[config.mk]
export PLATFORM = sky130hd
export DESIGN_NAME = target_track_filter
export DESIGN_NICKNAME = d
export VERILOG_FILES = /design/src/rtl/trk_pkg.sv /design/src/rtl/trk_axis_filter.sv /design/src/rtl/target_track_filter.sv
export SDC_FILE = /design/constraint.sdc
export NUM_CORES = 1
export LEC_CHECK = 0
export BUFFER_PORTS_ARGS = -buffer_cell sky130_fd_sc_hd__buf_2
export CAP_MARGIN = 0
export CORE_MARGIN = 4
export CORE_UTILIZATION = 30
export CTS_CLUSTER_SIZE = 30
export DETAILED_ROUTE_END_ITERATION = 8
export GPL_ROUTABILITY_DRIVEN = 0
export PLACE_DENSITY = 0.46
export SYNTH_ARGS = -nofsm -noshare
export SYNTH_HDL_FRONTEND = slang
export SYNTH_SLANG_ARGS = --single-unit
[constraint.sdc]
create_clock -name clk -period 6.65 [get_ports clk]
set_input_delay 0.9975 -clock clk [delete_from_list [all_inputs] [get_ports clk]]
set_output_delay 0.9975 -clock clk [all_outputs]
set_load 0.02 [all_outputs]
[src/rtl/trk_pkg.sv]
// trk_pkg: shared types and helpers for target_track_filter.
//   trk_state_e : tracker FSM states (SEARCH=0, ACQ=1, TRACK=2, COAST=3)
//   axis_op_e   : per-frame command from the FSM to each axis filter
//   center12    : box centre from two 12-bit edges, a/2 + b/2
//   clamp12     : clamp a 13-bit signed value into [0, max_v]
package trk_pkg;

  localparam int COORD_W = 12;
  localparam int ERR_W   = 13;

  typedef enum logic [1:0] {
    ST_SEARCH = 2'd0,
    ST_ACQ    = 2'd1,
    ST_TRACK  = 2'd2,
    ST_COAST  = 2'd3
  } trk_state_e;

  // OP_COAST advances by the velocity; OP_LOST does the same and then
  // clears the velocity. Both reduce to a hold without velocity support.
  typedef enum logic [2:0] {
    OP_HOLD   = 3'd0,
    OP_LOAD   = 3'd1,
    OP_UPDATE = 3'd2,
    OP_COAST  = 3'd3,
    OP_LOST   = 3'd4
  } axis_op_e;

  // (a>>1)+(b>>1) is exactly a[11:1]+b[11:1]; max 2047+2047 fits 12 bits.
  function automatic logic [COORD_W-1:0] center12(input logic [COORD_W-1:0] a,
                                                  input logic [COORD_W-1:0] b);
    return (a >> 1) + (b >> 1);
  endfunction

  function automatic logic [COORD_W-1:0] clamp12(input logic signed [ERR_W-1:0] v,
                                                 input logic [COORD_W-1:0]      max_v);
    if (v[ERR_W-1])                  return '0;
    else if (v[COORD_W-1:0] > max_v) return max_v;
    else                             return v[COORD_W-1:0];
  endfunction

endpackage

[src/rtl/trk_axis_filter.sv]
// trk_axis_filter: one axis (x or y) of the tracker's smoothed position.
//   clk, rst : clock, synchronous active-high reset
//   i_op     : command for this clock (OP_HOLD on all non-evaluation cycles)
//   i_meas   : measured centre coordinate
//   o_f      : filtered coordinate
//   o_abs_d  : |i_meas - o_f|, used by the FSM for the consistency test
// Optional macro TRK_VELOCITY_EN adds a clipped +/-31 px/frame velocity
// that is applied on each coasted frame.
module trk_axis_filter
  import trk_pkg::*;
#(
  parameter int LIMIT       = 1279,
  parameter int INIT        = 640,
  parameter int ALPHA_SHIFT = 2
) (
  input  logic                   clk,
  input  logic                   rst,
  input  axis_op_e               i_op,
  input  logic [COORD_W-1:0]     i_meas,
  output logic [COORD_W-1:0]     o_f,
  output logic [ERR_W-1:0]       o_abs_d
);

  localparam logic [COORD_W-1:0] P_LIMIT = COORD_W'(LIMIT);
  localparam logic [COORD_W-1:0] P_INIT  = COORD_W'(INIT);

  logic [COORD_W-1:0]      r_f;
  logic [COORD_W-1:0]      w_f_nxt;
  logic signed [ERR_W-1:0] w_d;
  logic signed [ERR_W-1:0] w_step;
  logic signed [ERR_W-1:0] w_sum;

  assign w_d     = $signed({1'b0, i_meas}) - $signed({1'b0, r_f});
  // Arithmetic shift floors negative errors (toward -inf).
  assign w_step  = w_d >>> ALPHA_SHIFT;
  // f + floor(d/2^k) lies between f and meas, so 13 bits never overflow.
  assign w_sum   = $signed({1'b0, r_f}) + w_step;
  assign o_abs_d = w_d[ERR_W-1] ? -w_d : w_d;
  assign o_f     = r_f;

`ifdef TRK_VELOCITY_EN
  logic signed [5:0]       r_v;
  logic signed [5:0]       w_v_nxt;
  logic signed [5:0]       w_v_clip;
  logic signed [ERR_W-1:0] w_coast;

  always_comb begin
    if (w_d > 13'sd31)       w_v_clip = 6'sd31;
    else if (w_d < -13'sd31) w_v_clip = -6'sd31;
    else                     w_v_clip = w_d[5:0];
  end

  assign w_coast = $signed({1'b0, r_f}) + $signed({{7{r_v[5]}}, r_v});
`endif

  always_comb begin
    // NOTE: every combinational output gets a default first so no path
    // through the case leaves it unassigned (which would infer a latch).
    w_f_nxt = r_f;
`ifdef TRK_VELOCITY_EN
    w_v_nxt = r_v;
`endif
    case (i_op)
      OP_LOAD:   w_f_nxt = clamp12($signed({1'b0, i_meas}), P_LIMIT);
      OP_UPDATE: begin
        w_f_nxt = clamp12(w_sum, P_LIMIT);
`ifdef TRK_VELOCITY_EN
        w_v_nxt = w_v_clip;
`endif
      end
`ifdef TRK_VELOCITY_EN
      OP_COAST:  w_f_nxt = clamp12(w_coast, P_LIMIT);
      OP_LOST: begin
        w_f_nxt = clamp12(w_coast, P_LIMIT);
        w_v_nxt = '0;
      end
`endif
      default: ;
    endcase
  end

  always_ff @(posedge clk) begin
    // NOTE: state is written with non-blocking assignments so every
    // register samples pre-edge values regardless of statement order.
    if (rst) begin
      r_f <= P_INIT;
`ifdef TRK_VELOCITY_EN
      r_v <= '0;
`endif
    end else begin
      r_f <= w_f_nxt;
`ifdef TRK_VELOCITY_EN
      r_v <= w_v_nxt;
`endif
    end
  end

endmodule

[src/rtl/target_track_filter.sv]
// target_track_filter: per-frame acquire/track/coast/lose tracker that
// smooths the judge stage's box centre and feeds it back as the next
// search centre.
//   clk, rst                 : pixel clock, synchronous active-high reset
//   per_frame_vsync          : rising edge = frame start (tick at cycle T)
//   det_en, det_top/down/left/right : detection, captured at T+1
//   trk_valid                : TRACK or COAST
//   trk_xy                   : {x[23:12], y[11:0]} filtered centre
//   trk_state                : SEARCH=0, ACQ=1, TRACK=2, COAST=3
//   miss_cnt                 : consecutive misses while coasting
// Outputs update on the edge ending T+2.
// Optional macro TRK_VELOCITY_EN: velocity extrapolation while coasting.
module target_track_filter
  import trk_pkg::*;
#(
  parameter int IMG_HDISP   = 1280,
  parameter int IMG_VDISP   = 720,
  parameter int ACQ_FRAMES  = 3,
  parameter int LOST_FRAMES = 8,
  parameter int ALPHA_SHIFT = 2,
  parameter int JUMP_MAX    = 64
) (
  input  logic        clk,
  input  logic        rst,
  input  logic        per_frame_vsync,
  input  logic        det_en,
  input  logic [11:0] det_top,
  input  logic [11:0] det_down,
  input  logic [11:0] det_left,
  input  logic [11:0] det_right,
  output logic        trk_valid,
  output logic [23:0] trk_xy,
  output logic [1:0]  trk_state,
  output logic [3:0]  miss_cnt
);

  localparam logic [3:0]       P_ACQ  = 4'(ACQ_FRAMES);
  localparam logic [3:0]       P_LOST = 4'(LOST_FRAMES);
  localparam logic [ERR_W-1:0] P_JUMP = ERR_W'(JUMP_MAX);

  logic               r_vsync;
  logic               r_armed;
  logic               r_cap_pend;
  logic               r_eval_pend;
  logic               r_det_en;
  logic [11:0]        r_det_top, r_det_down, r_det_left, r_det_right;
  trk_state_e         r_state;
  logic [3:0]         r_acq_cnt;
  logic [3:0]         r_miss_cnt;

  logic               w_tick;
  logic               w_hit;
  logic               w_near;
  logic [COORD_W-1:0] w_cx, w_cy, w_fx, w_fy;
  logic [ERR_W-1:0]   w_abs_dx, w_abs_dy;
  logic [3:0]         w_acq_inc, w_miss_inc;
  trk_state_e         w_state_nxt;
  logic [3:0]         w_acq_nxt, w_miss_nxt;
  axis_op_e           w_op, w_op_q;

  // r_armed stays low until vsync has been seen low after reset, so a
  // vsync already high at reset release never looks like a rising edge.
  assign w_tick = per_frame_vsync & ~r_vsync & r_armed;

  assign w_cx  = center12(r_det_left, r_det_right);
  assign w_cy  = center12(r_det_top, r_det_down);
  assign w_hit = r_det_en & (r_det_left <= r_det_right) & (r_det_top <= r_det_down);
  assign w_near = w_hit & (w_abs_dx <= P_JUMP) & (w_abs_dy <= P_JUMP);

  assign w_acq_inc  = r_acq_cnt + 4'd1;
  assign w_miss_inc = r_miss_cnt + 4'd1;

  always_comb begin
    w_state_nxt = r_state;
    w_acq_nxt   = r_acq_cnt;
    w_miss_nxt  = r_miss_cnt;
    w_op        = OP_HOLD;
    case (r_state)
      ST_SEARCH: if (w_hit) begin
        w_state_nxt = ST_ACQ;
        w_acq_nxt   = 4'd1;
        w_op        = OP_LOAD;
      end
      ST_ACQ: begin
        if (w_near) begin
          w_op      = OP_LOAD;
          w_acq_nxt = w_acq_inc;
          if (w_acq_inc >= P_ACQ) w_state_nxt = ST_TRACK;
        end else if (w_hit) begin
          w_op      = OP_LOAD;
          w_acq_nxt = 4'd1;
        end else begin
          w_state_nxt = ST_SEARCH;
          w_acq_nxt   = 4'd0;
          w_op        = OP_LOST;
        end
      end
      ST_TRACK: begin
        if (w_near) begin
          w_op = OP_UPDATE;
        end else begin
          w_state_nxt = ST_COAST;
          w_miss_nxt  = 4'd1;
        end
      end
      ST_COAST: begin
        if (w_near) begin
          w_state_nxt = ST_TRACK;
          w_miss_nxt  = 4'd0;
          w_op        = OP_UPDATE;
        end else if (w_miss_inc >= P_LOST) begin
          w_state_nxt = ST_SEARCH;
          w_miss_nxt  = 4'd0;
          w_acq_nxt   = 4'd0;
          w_op        = OP_LOST;
        end else begin
          w_miss_nxt  = w_miss_inc;
          w_op        = OP_COAST;
        end
      end
      default: w_state_nxt = ST_SEARCH;
    endcase
  end

  // Filters only move on the evaluation cycle (T+2).
  assign w_op_q = r_eval_pend ? w_op : OP_HOLD;

  always_ff @(posedge clk) begin
    if (rst) begin
      r_vsync     <= 1'b0;
      r_armed     <= 1'b0;
      r_cap_pend  <= 1'b0;
      r_eval_pend <= 1'b0;
      r_det_en    <= 1'b0;
      r_det_top   <= '0;
      r_det_down  <= '0;
      r_det_left  <= '0;
      r_det_right <= '0;
      r_state     <= ST_SEARCH;
      r_acq_cnt   <= '0;
      r_miss_cnt  <= '0;
    end else begin
      r_vsync     <= per_frame_vsync;
      r_armed     <= r_armed | ~per_frame_vsync;
      r_cap_pend  <= w_tick;
      // A new tick restarts the pipeline and drops any pending evaluation.
      r_eval_pend <= r_cap_pend & ~w_tick;
      if (r_cap_pend) begin
        r_det_en    <= det_en;
        r_det_top   <= det_top;
        r_det_down  <= det_down;
        r_det_left  <= det_left;
        r_det_right <= det_right;
      end
      if (r_eval_pend) begin
        r_state    <= w_state_nxt;
        r_acq_cnt  <= w_acq_nxt;
        r_miss_cnt <= w_miss_nxt;
      end
    end
  end

  trk_axis_filter #(
    .LIMIT(IMG_HDISP - 1), .INIT(IMG_HDISP / 2), .ALPHA_SHIFT(ALPHA_SHIFT)
  ) u_x (
    .clk(clk), .rst(rst), .i_op(w_op_q), .i_meas(w_cx),
    .o_f(w_fx), .o_abs_d(w_abs_dx)
  );

  trk_axis_filter #(
    .LIMIT(IMG_VDISP - 1), .INIT(IMG_VDISP / 2), .ALPHA_SHIFT(ALPHA_SHIFT)
  ) u_y (
    .clk(clk), .rst(rst), .i_op(w_op_q), .i_meas(w_cy),
    .o_f(w_fy), .o_abs_d(w_abs_dy)
  );

  assign trk_state = r_state;
  assign trk_valid = (r_state == ST_TRACK) || (r_state == ST_COAST);
  assign trk_xy    = {w_fx, w_fy};
  assign miss_cnt  = r_miss_cnt;

endmodule

After elaboration in Yosys (flattened, before gate mapping) --
Index checks and enable logic that the tools add are counted.
Operators by class: bitwise gates (word level) 11, reductions and logical operators 8, order comparisons 10, equality and inequality tests 12, add/sub/neg operators 10, muxes and demuxes 36
Operators by type and width (count):
- $mux W12 | 6
- $pmux W12 S2 | 2
- $mux W4 | 7
- $add A13 B11 Y13 | 2
- $le A13 B7 Y1 const B | 2
- $mux W13 | 2
- $neg A13 Y13 | 2
- $sub A12 B12 Y13 | 2
- $add A11 B11 Y12 | 2
- $gt A12 B10 Y1 const B | 2
- $gt A12 B11 Y1 const B | 2
- $le A12 B12 Y1 | 2
- $mux W2 | 8
- $mux W3 | 5
- $pmux W3 S4 | 1
- $pmux W4 S3 | 1
- $ne A3 B3 Y1 const B | 3
- $add A4 B1 Y4 const B | 2
- $ne A2 B2 Y1 const B | 4
- $pmux W2 S4 | 1
- $pmux W4 S2 | 1
- $and A1 B1 Y1 | 7
- $reduce_and A6 Y1 | 1
- $reduce_and A5 Y1 | 1
- 14 further kinds | 19
Word-level totals: flip-flop bits (word level) 87

Longest topological paths before layout --
word-level depth 12, mapped depth 27, gate-level depth less buffers 26

Modules after synthesis --
From an unflattened synthesis, not the netlist that was laid out.
Unflattened totals: cell total of the unflattened synthesis 1010, area, all modules 8149.1 sq um
Modules (own cells, without submodules):
- target_track_filter | times used 1, area each 4006.3 sq um, cells each 450
- trk_axis_filter at u_y | times used 1, area each 2114.5 sq um, cells each 294
- trk_axis_filter at u_x | times used 1, area each 2028.2 sq um, cells each 266

Least setup slack after synthesis --
No wires, ideal clock.
path kind register to register, from register r_det_left[1], to register u_x.r_f[7], in the netlist u_x.o_f[7], setup time 0.120 ns, arrival 5.222 ns, setup slack 1.308 ns, cell stages (with the launch flop) 28, buffers on the path 1, required time 6.530 ns, path through dfxtp_1 -> ha_1 -> fa_1 -> nand2b_1 -> a21oi_1 -> o21bai_1 -> a21oi_1 -> o21ai_0 -> nand2_1 -> xnor2_1 -> inv_1 -> ha_1 -> a21o_1 -> a211oi_1 -> nor2_1 -> or4_1 -> and2_1 -> ha_1 -> clkbuf_1 -> and2_1 -> a31oi_1 -> o211ai_1 -> a21oi_1 -> xor2_1 -> nand2_1 -> o21ai_0 -> nor2_1 -> a211o_1
On the way: longest elaborated chain between the ends 12, elaborated cells on any way between the ends 27
RTL lines:
- from (decl) | line target_track_filter.sv:46 | logic [11:0] r_det_top, r_det_down, r_det_left, r_det_right;
- from (signal assigned) | line target_track_filter.sv:152 | r_det_left <= det_left;
- $add A11 B11 Y12 | line trk_pkg.sv:31 | return (a >> 1) + (b >> 1);
- $sub A12 B12 Y13 | line trk_axis_filter.sv:33 | assign w_d = $signed({1'b0, i_meas}) - $signed({1'b0, r_f});
- $neg A13 Y13 | line trk_axis_filter.sv:38 | assign o_abs_d = w_d[ERR_W-1] ? -w_d : w_d;
- $mux W13 | line trk_axis_filter.sv:38
- $le A13 B7 Y1 | line target_track_filter.sv:68 | assign w_near = w_hit & (w_abs_dx <= P_JUMP) & (w_abs_dy <= P_JUMP);
- $and A1 B1 Y1 (2 in a row) | line target_track_filter.sv:68
- $mux W3, or another cell as far along | line target_track_filter.sv:107 | if (w_near) begin
- $pmux W3 S4 | line target_track_filter.sv:78 | case (r_state)
- $mux W3 | line target_track_filter.sv:126 | assign w_op_q = r_eval_pend ? w_op : OP_HOLD;
- $eq A3 B2 Y1 / $eq A3 B1 Y1 (equally long branches)
- $pmux W12 S2 / $reduce_bool A2 Y1 (equally long branches)
- to (signal assigned) | line trk_axis_filter.sv:91 | r_f <= w_f_nxt;
- to (decl) | line trk_axis_filter.sv:27 | logic [COORD_W-1:0] r_f;
Parallel ways exist; a longest one is shown, timed or not. A chain may end at the register's enable or synchronous reset.

Worst setup path after layout --
Same ends and word-level chain as after synthesis.

==> results.ini <==
[sta]
final.min_clock_period_ps = 6090
finalClockSkew_ps = 7.89
worstMarginPinSlew_ps = 919
relSlewSlack_pct = 38.7
finalSetupTns_ps = 0
rsz0062_at_grt = no
fmax_mhz = 164
finalSetupViolCount = 0
finalHoldViolCount = 0
period_share_pct = 91.6
final.setup.worst_slack_ps = 561
slew_viol_final = 0

[yosys]
synth_top_cell_area_share_pct = 21.0
synth_nets = 1205
synth_largest_area_cell = dfxtp_1
synth_edf_count = 0
ys_seq_elements = 87
avgSynthCellArea_um2 = 7.89
ys_types = 92
ys_seq_area_share_pct = 21.0
ys.flop_type = dfxtp_1
synthArstFlopShare_pct = 0
syn_area_um2 = 8290
syn_inst = 1050
synth.area.top_cells = dfxtp_1 (21%), ha_1 (15%), mux2i_1 (6.8%)
synth_warnings = 0

[cts]
post_cts_buffers = 0
ctsResizeCount = 0
cts_hold_buf = 0
htree_levels = 3
tritoncts = done
cts.clk_slew.worst_paths_ps = 70
numClockSinks = 87
clock_latency_ps = 350
cts_root_buf = clkbuf_16
clockBufferDepth = 2
cts_buffers = 9

[critical_path]
critPathCaptureType = flop
cpPeakStageDelay_ps = 490
crit_required_ps = 6890
rrSetupSlack_ps = 560
worstPathMaxFanout = 9
reg2reg_depth = 26
r2r_end = u_x.o_f[7]$_SDFFE_PP1P_
cp.arrival_ps = 6330
startpoint_type = flop
crit_path_top_delay_cell = or4_1
worst_path_dominant_cell_family = compound AO/OA/AOI/OAI gates
cp_num_cells = 26
timing.rr.start = r_det_left[1]$_SDFFE_PP0P_
critical_path_class = reg2reg
path_buf_inv = 1

[floorplan]
core.rowCount = 60
design.core.area_um2 = 27100
ios = 83
dieArea_um2 = 30300
fp.dieH_um = 174
fp.dieW_um = 174
start_util_pct = 30.6

[drt]
drt_iter0_markers = 467
drcViolationCount = 0
totalWireLength_mm = 23.2
antenna_left = 0
vias = 7528
vias_per_cell = 5.07
drtPass1Iterations = 5
wire_per_inst_um = 15.6

[power]
p_leak_nw = 4.07
irDropWorstVdd_mv = 0.0978
power_mw = 1.60
pwr_density_cell_nw_per_um2 = 171

[placed_design]
io_buffer_count = 82
placed_area_um2 = 9050
hpwl_mm = 18.3
place_ws_ps = 527

[finish]
drive_gt1_share_pct = 11.2
final_area_um2 = 9370
fin_nets = 1264
antenna_cells = 0
n_fill_cell = 2886
syn2layout_area_growth_pct = 13.0

[worst_hold_path]
hold-path-cell-count = 1
hold_class = reg2reg
hp-start = r_vsync$_SDFF_PP0_
hold_end = r_cap_pend$_SDFF_PP0_

[outcome]
status = finished, final reports clean

[global_route]
grt_pass1_wl_mm = 38.2
grt_usage_pct = 15.1
grt_max_degree = 75
grt_pass1_vias = 7098
antenna_found_initial = 1
grt-ovfl-total = 0

[run]
cap_violations = 0

-- routing by layer --
layer,up-vias,track usage (%),share of wire [%]
met4,2,3.63,1.5
li1,3923,-,-
met2,132,22.2,41
met5,-,0,0.056
met1,3449,22.9,53
met3,22,2.59,3.7
-- where the power goes --
group	leakage (nW)	internal (mW)	switching, mW
sequential	0.704	0.529	0.00690
clock	0.155	0.339	0.236
combinational	3.21	0.196	0.294
-- synth_stat cells (9+ instances only) --
master and n:
nor2_1 104, inv_1 99, ha_1 97, dfxtp_1 87, a21oi_1 85, mux2i_1 56, nand2_1 56, o21ai_0 28
xnor2_1 25, clkbuf_1 24, xor2_1 24, nand3_1 23, nor3_1 23, a21o_1 21, o211ai_1 20, and2_1 17
o21a_1 14, nand4_1 12, nor2b_1 12, and3_1 11, a211oi_1 10, nand2b_1 10, nor4_1 10, a211o_1 9
or3_1 9
-- worst reg2reg max path: stages, from the launching register on --
cell	delay [ps]
dfxtp_1	330
ha_1	240
fa_1	410
nand2b_1	90
a21oi_1	80
o21bai_1	120
a21oi_1	90
o21ai_0	310
nand2_1	110
xnor2_1	280
inv_1	80
ha_1	370
a21o_1	270
a211oi_1	260
nor2_1	90
or4_1	490
and2_1	230
ha_1	400
and2_1	220
a31oi_1	140
o211ai_1	160
a21oi_1	210
xor2_1	280
nand2_1	200
o21ai_0	190
nor2_1	60
a211o_1	270
-- logic make-up (layout without fill, tap and decap cells) --
logic type                 count (synthesis)  after routing  synth area share, %
and+or+nand+nor                          325            325                 20.0
adders and majority gates                103            103                 16.1
buffers and inverters                    141            204                 6.55
xor gates and xnor gates                  49             49                 5.18
AOI/OAI and AO/OA                        285            285                 23.8
muxes                                     60             60                 7.35
DFF                                       87             87                 21.0
-- through the flow --
stage / std cells / hold WS [ps] / util (%)
floorplan: 1050 / 400 / -
global placement: 1470 / 401 / 33.4
detailed placement: 1470 / 410 / 33.4
CTS: 1485 / 418 / 34.6
global route: 1485 / 444 / 34.6
finish: 1485 / 417 / 34.6
-- state kept, by name, indices dropped and copies added, names as in the netlist, named ones only --
| signal | flops |
|---|---|
| r_acq_cnt | 4 |
| u_x.o_f | 12 |
| r_eval_pend | 1 |
| r_det_left | 12 |
| r_det_right | 12 |
| r_armed | 1 |
| r_vsync | 1 |
| trk_state | 1 |
| u_y.o_f | 12 |
| r_det_down | 12 |
| r_det_en | 1 |
| r_det_top | 12 |
| r_cap_pend | 1 |
| miss_cnt | 4 |
-- area by class of cell --
class,instances,area (um2),area share (%)
clock inverters,5,81.3,0.868
flip-flops and latches,87,1740,18.6
multi-input cells,822,6000,64.1
inverters,101,379,4.05
well taps,372,465,4.97
repair buffers,88,455,4.86
clock buffers,10,239,2.55
-- worst max path at each step --
stage / start / endpoint / slack, ps
2_1_floorplan: r_det_left[1]$_SDFFE_PP0P_ / u_x.o_f[7]$_SDFFE_PP1P_ / 1310
3_3_place_gp: r_det_left[1]$_SDFFE_PP0P_ / u_x.o_f[7]$_SDFFE_PP1P_ / 600
3_5_place_dp: r_det_left[1]$_SDFFE_PP0P_ / u_x.o_f[7]$_SDFFE_PP1P_ / 530
4_1_cts: r_det_left[1]$_SDFFE_PP0P_ / u_x.o_f[7]$_SDFFE_PP1P_ / 510
5_1_grt: r_det_left[1]$_SDFFE_PP0P_ / u_x.o_f[7]$_SDFFE_PP1P_ / 90
6_report: r_det_left[1]$_SDFFE_PP0P_ / u_x.o_f[7]$_SDFFE_PP1P_ / 560
-- cell usage in the layout, fill, tap and decap left out, types with 21 or more instances in the layout --
master   instances
a21o_1          21
nor2_1         104
nor3_1          23
nand2_1         56
mux2i_1         56
o21ai_0         28
buf_2           82
xnor2_1         25
xor2_1          24
dfxtp_1         86
a21oi_1         85
nand3_1         23
inv_1           99
ha_1            97
Note: power is estimated with default switching activity, not from simulation.
